`src/rtl/decoder_scan.sv`:
```
// decoder_scan: registered N-to-2^N one-hot decoder.
// Direct mode decodes the index on n. Scan mode steps an internal index
// through every output at one step per PRESCALE enabled cycles and pulses
// wrap when the index rolls over from its top value to zero.
module decoder_scan #(
  parameter int N        = 3,
  parameter int PRESCALE = 4
) (
  input  logic                clk,
  input  logic                clrn,
  input  logic                ena,
  input  logic                mode,
  input  logic [N-1:0]        n,
  input  logic                load,
  output logic [(1<<N)-1:0]   d,
  output logic [N-1:0]        idx,
  output logic                wrap
);

  localparam int W  = 1 << N;
  localparam int PW = (PRESCALE > 1) ? $clog2(PRESCALE) : 1;
  localparam logic [PW-1:0] PC_LAST = PW'(PRESCALE - 1);

  logic [W-1:0]  d_q,    d_d;
  logic [N-1:0]  idx_q,  idx_d;
  logic          wrap_q, wrap_d;
  logic [PW-1:0] pc_q,   pc_d;
  logic          mode_q;

  // Next-state selection; the if-chain order is the priority order of the
  // update rules, so a load always beats a step landing on the same edge.
  always_comb begin
    idx_d  = idx_q;
    pc_d   = pc_q;
    wrap_d = 1'b0;
    d_d    = '0;
    if (!ena) begin
      idx_d = idx_q;
      pc_d  = pc_q;
    end else if (!mode) begin
      idx_d = n;
      pc_d  = '0;
    end else if (!mode_q) begin
      idx_d = idx_q;
      pc_d  = '0;
    end else if (load) begin
      idx_d = n;
      pc_d  = '0;
    end else if (pc_q == PC_LAST) begin
      idx_d  = idx_q + 1'b1;
      pc_d   = '0;
      wrap_d = &idx_q;
    end else begin
      pc_d = pc_q + 1'b1;
    end
    if (ena) begin
      d_d = W'(1) << idx_d;
    end
  end

  // State and output registers; the mode copy tracks mode even while disabled
  // so a mode entry seen with ena low is consumed rather than deferred.
  always_ff @(posedge clk or negedge clrn) begin
    if (!clrn) begin
      d_q    <= '0;
      idx_q  <= '0;
      wrap_q <= 1'b0;
      pc_q   <= '0;
      mode_q <= 1'b0;
    end else begin
      d_q    <= d_d;
      idx_q  <= idx_d;
      wrap_q <= wrap_d;
      pc_q   <= pc_d;
      mode_q <= mode;
    end
  end

  assign d    = d_q;
  assign idx  = idx_q;
  assign wrap = wrap_q;

endmodule

```
`config.mk`:
```
export PLATFORM = sky130hd
export DESIGN_NAME = decoder_scan
export DESIGN_NICKNAME = d
export VERILOG_FILES = /design/src/rtl/decoder_scan.sv
export SDC_FILE = /design/constraint.sdc
export NUM_CORES = 1
export LEC_CHECK = 0
export CORE_AREA = 2 2 39 41
export CTS_BUF_LIST = sky130_fd_sc_hd__clkbuf_4 sky130_fd_sc_hd__clkbuf_8
export CTS_CLUSTER_DIAMETER = 60
export DETAILED_ROUTE_END_ITERATION = 7
export DIE_AREA = 0 0 41 43
export DONT_BUFFER_PORTS = 1
export MAX_ROUTING_LAYER = met4
export PLACE_DENSITY = 0.7
export SYNTH_ARGS = -nofsm -noshare
export SYNTH_HDL_FRONTEND = slang
export SYNTH_SLANG_ARGS = --single-unit
export TNS_END_PERCENT = 5
```
`constraint.sdc`:
```
create_clock -name clk -period 4.45 [get_ports clk]
set_clock_uncertainty 0.2 [all_clocks]
set_input_delay 0.89 -clock clk [delete_from_list [all_inputs] [get_ports clk]]
set_output_delay 0.89 -clock clk [all_outputs]
set_load 0.02 [all_outputs]
```
# Yosys cells after proc, flatten, opt, wreduce, memory -nomap -nowiden
# Cells that the tools add are included.
[totals]
ram_bits = 0
latch_bits = 0
in_bits = 8
rom_bits = 0
memories = 0
ff_bits = 15
word_cells = 25
[op_classes]
div_mod_pow = 0
n_mul = 0
n_lt_le_gt_ge = 0
addsub = 2
n_mux = 15
bitwise = 0
eq_ne = 1
n_shift = 1
n_reduce_logical = 1
[ops]
columns = ["cell", "n"]
rows = [
  ["2-to-1 mux 3 bit", 5],
  ["2-to-1 mux 2 bit", 4],
  ["2-to-1 mux 8 bit", 1],
  ["<< shifter 1 x 3 -> 8 bit (first input constant)", 1],
  ["2-to-1 mux 1 bit", 5],
  ["adder 3 x 1 -> 3 bit (second input constant)", 1],
  ["AND reduction 3 bit", 1],
  ["adder 2 x 1 -> 2 bit (second input constant)", 1],
  ["== test 2 bit (second input constant)", 1],
]

# Depth between registers and ports, before layout
# Gate-level depths: netlist of run 1.
[logic_depth]
ltp_word = 8
depth_mapped = 6
depth_no_buf = 6

# Least setup slack after synthesis of run 1
# No wires, ideal clock.
[synth_timing]
path_type = "input port to flip-flop"
start = "in ena"
end = "reg d_q[0] (netlist: d[0])"
setup_slack_ps = 2360
setup_ps = 87
path_stages = 5
arrival_ps = 1803
t_required_ps = 4163
cell_sequence = "and2_2 a32o_2 a221oi_4 inv_4 nor3_1"
[synth_via]
elab_chain_len = 3
[synth_rtl]
columns = ["element", "line_no", "text"]
rows = [
  ["start: declaration", "11", "input logic ena,"],
  ["2-to-1 mux 3 bit", "37", "if (!ena) begin"],
  ["via idx_d[0]", "25", "logic [N-1:0] idx_q, idx_d;"],
  ["<< shifter 1 x 3 -> 8 bit", "57", "d_d = W'(1) << idx_d;"],
  ["2-to-1 mux 8 bit", "56", "if (ena) begin"],
  ["via d_d[0]", "24", "logic [W-1:0] d_q, d_d;"],
  ["end signal: assignment", "65", "d_q <= '0;"],
  ["end signal: assignment", "71", "d_q <= d_d;"],
  ["end: declaration", "24", ""],
]
# The timed path passes the listed nets, and every way through them passes these cells.
# A chain may end at the register's enable or synchronous reset.

# Final worst setup path of run 1
[layout_timing]
start = "reg idx_q[0] (netlist: idx[0])"
end = "reg idx_q[2] (netlist: idx[2])"
[layout_via]
elab_chain_len = 6
[layout_rtl]
columns = ["element", "line_no", "text"]
rows = [
  ["start: declaration", "25", ""],
  ["start signal: assignment", "72", "idx_q <= idx_d;"],
  ["adder 3 x 1 -> 3 bit", "50", "idx_d = idx_q + 1'b1;"],
  ["2-to-1 mux 3 bit", "49", "end else if (pc_q == PC_LAST) begin"],
  ["2-to-1 mux 3 bit", "46", "end else if (load) begin"],
  ["2-to-1 mux 3 bit", "43", "end else if (!mode_q) begin"],
  ["2-to-1 mux 3 bit", "40", "end else if (!mode) begin"],
  ["2-to-1 mux 3 bit", "37", ""],
  ["via idx_d[2]", "25", ""],
]
# The timed path passes the listed nets, and every way through them passes these cells.

==> results of run 1 <==
## state kept, by name (all words and copies together) (netlist names)
signal and cells:
pc_q 2, mode_q 1, wrap 1, d 8, idx 3
## cell families (layout without fill, tap and decap cells)
family / after synthesis / in the layout / share of synthesized area [%]
AND/OR/NAND/NOR: 20 / 20 / 15.9
buffers and inverters: 6 / 9 / 4.49
flip-flops: 15 / 15 / 51.8
adder cells (fa/ha/maj): 4 / 4 / 6.91
AO/OA/AOI/OAI: 17 / 17 / 20.9
## per-layer routing
metal / vias to the layer above / global-route usage [%] / routed length, um
li1: 239 / - / -
met1: 246 / 23.9 / 543
met2: 22 / 27.8 / 715
met3: 4 / 4.19 / 94
met4: 0 / 14.0 / 29
met5: - / - / 0
## layout by cell type (no fill, tap or decap)
master,n
dfrtp_1,15
nor3_1,9
o21ai_0,5
ha_1,4
clkbuf_4,4
inv_1,3
nand2_1,2
nor2_1,2
nand3_1,2
a32o_1,2
a21oi_2,1
o21ai_2,1
nor4bb_1,1
and2_2,1
a32o_2,1
a221oi_4,1
inv_4,1
a221oi_1,1
nand2b_1,1
a211oi_1,1
a221oi_2,1
inv_2,1
o21a_1,1
nand4bb_1,1
a21oi_1,1
a21boi_0,1
and4_2,1
## power by group through the flow
| stage | combinational [uW] | clock [uW] | sequential, uW |
|---|---|---|---|
| after floorplan | 32.8 | 0 | 167 |
| after global placement | 36.3 | 0 | 171 |
| after detailed placement | 37.1 | 0 | 171 |
| after CTS | 37.2 | 86.6 | 168 |
| after global routing | 42.0 | 88.8 | 169 |
| final | 37.6 | 84.6 | 168 |
## final cells by class
type | instances | area (um2) | share of cell area (%)
clock buffers | 4 | 30.0 | 3.93
inverters | 5 | 21.3 | 2.79
multi-input cells | 41 | 317 | 41.5
flip-flops and latches | 15 | 375 | 49.2
well taps | 16 | 20.0 | 2.62
## worst max-delay path by stage
| stage | startpoint | to | slack (ns) | cells after the start |
|---|---|---|---|---|
| floorplan | ena | d[0]$_DFF_PN0_ | 2.36 | 5 |
| global placement | idx[0]$_DFF_PN0_ | idx[2]$_DFF_PN0_ | 2.15 | 6 |
| detailed placement | idx[0]$_DFF_PN0_ | idx[2]$_DFF_PN0_ | 2.16 | 6 |
| CTS | idx[0]$_DFF_PN0_ | idx[2]$_DFF_PN0_ | 2.14 | 6 |
| global route | idx[0]$_DFF_PN0_ | idx[2]$_DFF_PN0_ | 2.01 | 6 |
| finish | idx[0]$_DFF_PN0_ | idx[2]$_DFF_PN0_ | 2.15 | 6 |
## stage by stage
step / instances / total power, uW
5_1_grt: 81 / 300
6_report: 81 / 290
4_1_cts: 81 / 292
3_3_place_gp: 77 / 207
3_5_place_dp: 77 / 208
2_1_floorplan: 62 / 199
==> impl_metrics.csv, run 1 <==
group,metric,value,unit
global_routing,grt_max_degree,16,
layout,area_delta_synth_final,5.35,%
timing,setup_viol,0,
pwr,peakVddDrop,0.161,mV
cts,cts.hold.buffers_added,0,
cts,cts_buffers,3,
routing,drt_iter0_drc,3,
logic_synthesis,synth-seq-area-share,51.8,%
worst_setup_path,arrival,2.31,ns
floorplan,num_rows,14,
timing,slew_viol_final,0,
worst_setup_path,worst-path-buf-inv,0,
logic_synthesis,ys.warnings.count,0,
timing,post-route-period-util,51.8,%
global_routing,grt.total_usage,19.7,%
logic_synthesis,ys_ff_latch,15,
worst_setup_path,reg2reg_to,"idx[2]$_DFF_PN0_",
logic_synthesis,netlist_area,724,um2
cts,htreeDepth,1,
logic_synthesis,netlist_instances,62,
place,place_area,733,um2
timing,period_needed,2.30,ns
global_routing,antenna_found_initial,0,
logic_synthesis,synth_common_cells,"dfrtp_1, nor3_1, o21ai_0, ha_1, inv_1",
floorplan,ios,20,
cts,clk_latency,0.29,ns
place,globalplace.congestion,0.881,
logic_synthesis,ys_types,27,
place,dp_hpwl,1.05,mm
timing,slew_headroom,62.7,%
logic_synthesis,synth_top_cell_by_area,"dfrtp_1",
worst_setup_path,r2r_cells,6,
timing,worst_slack,2.15,ns
worst_setup_path,crit_chain,"ha_1 > ha_1 > nand4bb_1 > o21ai_0 > o21ai_0 > a21boi_0",
worst_setup_path,end_kind,"flip-flop",
floorplan,dieHeight,43,um
logic_synthesis,synth_fp_nets,74,
pwr,comb_power_share,13.0,%
layout,drive_gt1_share,20.0,%
routing,finalWirelength,1.38,mm
logic_synthesis,ys.flop_type,"dfrtp_1",
min_path,hp-class,"input port to asynchronous set/reset pin",
global_routing,grt_first_pass_wirelength,2.18,mm
pwr,p_seq_share,57.9,%
routing,drc,0,
pwr,p_per_area,380,nW/um2
floorplan,initial_utilization,52.4,%
layout,post-route-util,55.2,%
layout,fin_area,763,um2
timing,rsz0062_at_grt,"false",
cts,cts_root_buffer,"clkbuf_4",
run_status,outcome,"complete, no violations",
routing,vias,511,
layout,nFillCells,112,
worst_setup_path,regToRegStartpoint,"idx[0]$_DFF_PN0_",
job,cap_violations,0,
pwr,leakage,0.000349,uW
pwr,p_int,202,uW
timing,tightest_slew,0.553,ns
floorplan,core-area,1380,um2
logic_synthesis,async_reset_ff_share,100,%
global_routing,grt_pass1_vias,481,
logic_synthesis,yosysMostFrequentCell,"dfrtp_1",
pwr,p_sw_share,30.2,%
global_routing,grt-ovfl-total,0,
logic_synthesis,synth-edff-count,0,
routing,detail_route.first_pass.iterations,4,
timing,whs,0.0834,ns
timing,fmaxAchievable,0.434,GHz
timing,hold_viol,0,
worst_setup_path,crit_family,"compound AO/OA/AOI/OAI gates",
layout,final_nets,78,
floorplan,design.die.area,1760,um2
place,place_ws,2.16,ns
layout,antenna_cells,0,
worst_setup_path,critPathRequiredTime,4.46,ns
timing,tns,0,ns
routing,viasPerCell,6.31,
pwr,switchingPower,87.5,uW
cts,clockBufferDepth,2,
cts,cts_tree,"built",
logic_synthesis,syn_avg_cell_area,11.7,um2
logic_synthesis,netlist.area_leader.share,51.8,%
cts,clock-sinks,15,
routing,drtAntennaViolNets,0,
cts,cts_resized,0,
worst_setup_path,r2r_setup_slack,2.15,ns
worst_setup_path,critPathMaxStageDelay,0.54,ns
logic_synthesis,synth_area_leaders,"dfrtp_1, ha_1, nor3_1",
worst_setup_path,crit_fanout,5,
routing,avgRoutedWirePerCell,17.1,um
worst_setup_path,crit_type,"flip-flop to flip-flop",
cts,post-cts-setup-buffer-count,0,
place,port_buffers,0,
pwr,clockPowerShare,29.2,%
floorplan,die_w,41,um
worst_setup_path,start_kind,"flip-flop",
cts,cts.clk_slew.worst_paths,0.09,ns
worst_setup_path,cp_slowest_cell,"dfrtp_1",
No activity file was read; power rests on OpenSTA's default activity.
==> inputs of run 2 (changes only) <==
==> constraint.sdc (replaced) <==
create_clock -name clk -period 2.3 [get_ports clk]
set_clock_uncertainty 0.2 [all_clocks]
set_input_delay 0.46 -clock clk [delete_from_list [all_inputs] [get_ports clk]]
set_output_delay 0.46 -clock clk [all_outputs]
set_load 0.02 [all_outputs]
==> impl_metrics.csv, run 2 (synthesis gave the netlist of run 1 again) <==
group,metric,value,unit
layout,final_common_cell,"dfrtp_1",
cts,post-cts-setup-buffer-count,0,
layout,post-route-util,58.0,%
job,cap_violations,0,
worst_setup_path,critPathRequiredTime,2.30,ns
worst_setup_path,end_kind,"flip-flop",
worst_setup_path,start_kind,"flip-flop",
routing,drt_iter0_drc,16,
global_routing,grt_max_degree,16,
global_routing,grt_pass1_vias,516,
floorplan,initial_utilization,52.4,%
floorplan,dieHeight,43,um
place,dp_hpwl,1.12,mm
routing,drtAntennaViolNets,0,
timing,hold_viol,0,
routing,avgRoutedWirePerCell,16.9,um
place,globalplace.congestion,0.875,
min_path,hp-start,"n[0]",
cts,clk_latency,0.28,ns
cts,cts_root_buffer,"clkbuf_4",
layout,final_cells,86,
worst_setup_path,cp-startpoint,"idx[0]$_DFF_PN0_",
global_routing,grt.total_usage,20.9,%
routing,vias,530,
timing,post-route-period-util,91.7,%
timing,slew_viol_final,0,
worst_setup_path,r2r_setup_slack,0.19,ns
timing,setup_viol,0,
cts,cts_buffers,3,
layout,final_nets,83,
timing,rsz0062_at_grt,"false",
cts,clock-sinks,15,
timing,tns,0,ns
timing,period_needed,2.11,ns
worst_setup_path,crit_fanout,5,
floorplan,num_rows,14,
worst_setup_path,crit_chain,"ha_1 > ha_1 > nand4bb_1 > o21ai_0 > o21ai_0 > a21boi_0",
routing,finalWirelength,1.46,mm
layout,final_cell_mix,"dfrtp_1, nor3_1, o21ai_0, ha_1",
place,place_area,756,um2
place,place_ws,0.267,ns
pwr,peakVddDrop,0.372,mV
routing,drc,0,
worst_setup_path,reg2reg_to,"idx[2]$_DFF_PN0_",
worst_setup_path,worstSetupEndpoint,"idx[2]$_DFF_PN0_",
floorplan,die_w,41,um
place,port_buffers,0,
cts,cts_tree,"built",
timing,fmaxAchievable,0.474,GHz
global_routing,grt_first_pass_wirelength,2.31,mm
timing,worst_slack,0.191,ns
global_routing,antenna_found_initial,0,
worst_setup_path,regToRegStartpoint,"idx[0]$_DFF_PN0_",
min_path,hp-class,"input port to flip-flop",
worst_setup_path,arrival,2.11,ns
layout,drive_gt1_share,22.9,%
pwr,leakage,0.000371,uW
worst_setup_path,critPathMaxStageDelay,0.46,ns
floorplan,ios,20,
cts,cts.clk_slew.worst_paths,0.09,ns
cts,clockBufferDepth,2,
timing,slew_headroom,56.1,%
pwr,p_per_area,704,nW/um2
floorplan,core-area,1380,um2
cts,htreeDepth,1,
layout,largest_reg_flops,8,
global_routing,grt-ovfl-total,0,
floorplan,design.die.area,1760,um2
layout,antenna_cells,0,
worst_setup_path,r2r_cells,6,
routing,detail_route.first_pass.iterations,4,
routing,viasPerCell,6.16,
timing,tightest_slew,0.656,ns
place,dp.cells,80,
layout,fin_area,803,um2
layout,area_delta_synth_final,10.9,%
run_status,outcome,"complete, no violations",
worst_setup_path,crit_type,"flip-flop to flip-flop",
worst_setup_path,cp_slowest_cell,"o21ai_0",
run 2: power breakdown:
group	leakage, uW	switching (uW)	internal (uW)	total, uW
clock network	0.0000177	83.8	64.6	148
registers	0.000198	24.4	282	307
logic	0.000155	68.7	42.1	111
run 2: final cells by class:
cell class                 instances  area [um2]
tap                               16        20.0
clock inverter                     1        5.00
sequential                        15         375
multi-input combinational         41         317
clock buffer                       3        22.5
fill                             116         581
timing repair buffer               5        42.5
inverter                           5        21.3
run 2: routing by layer:
metal	track usage (%)	up-vias	wire length, um
met5	-	-	0
met4	8.00	0	0
met3	8.38	0	87
met2	30.6	20	770
met1	25.2	260	598
li1	-	250	-
run 2: repair_timing:
action	CTS	global route
hold endpoints to repair	16	0
resized for setup	0	0
hold buffers	2	0
run 2: stage by stage:
step                total power [uW]  hold slack, ns
floorplan                        386         -0.0356
global placement                 412         -0.0353
detailed placement               415         -0.0353
CTS                              572           0.149
global route                     606           0.136
finish                           566           0.158
run 2: how the worst min path moves through the flow:
stage                        to  slack [ns]  cells past startpoint
5_1_grt        idx[0]$_DFF_PN0_        0.14                      2
6_report       idx[0]$_DFF_PN0_        0.16                      2
4_1_cts        idx[0]$_DFF_PN0_        0.15                      2
3_3_place_gp     wrap$_DFF_PN0_       -0.04                      0
2_1_floorplan    d[0]$_DFF_PN0_       -0.04                      0
3_5_place_dp     wrap$_DFF_PN0_       -0.04                      0
run 2: worst max-delay path, delay by kind of cell, from the launching register on:
family	cells	cell delay [ns]
AO/OA/AOI/OAI	3	0.81
adder cells (fa/ha/maj)	2	0.49
flip-flops	1	0.40
AND/OR/NAND/NOR	1	0.14
==> inputs of run 3 (changes only) <==
--- a/config.mk
+++ b/config.mk
@@ -6,7 +6,6 @@
 export NUM_CORES = 1
 export LEC_CHECK = 0
 export CORE_AREA = 2 2 39 41
-export CTS_BUF_LIST = sky130_fd_sc_hd__clkbuf_4 sky130_fd_sc_hd__clkbuf_8
 export CTS_CLUSTER_DIAMETER = 60
 export DETAILED_ROUTE_END_ITERATION = 7
 export DIE_AREA = 0 0 41 43
==> results of run 3 <==
No change in the layout: final DEF, timing and power equal those of run 2.
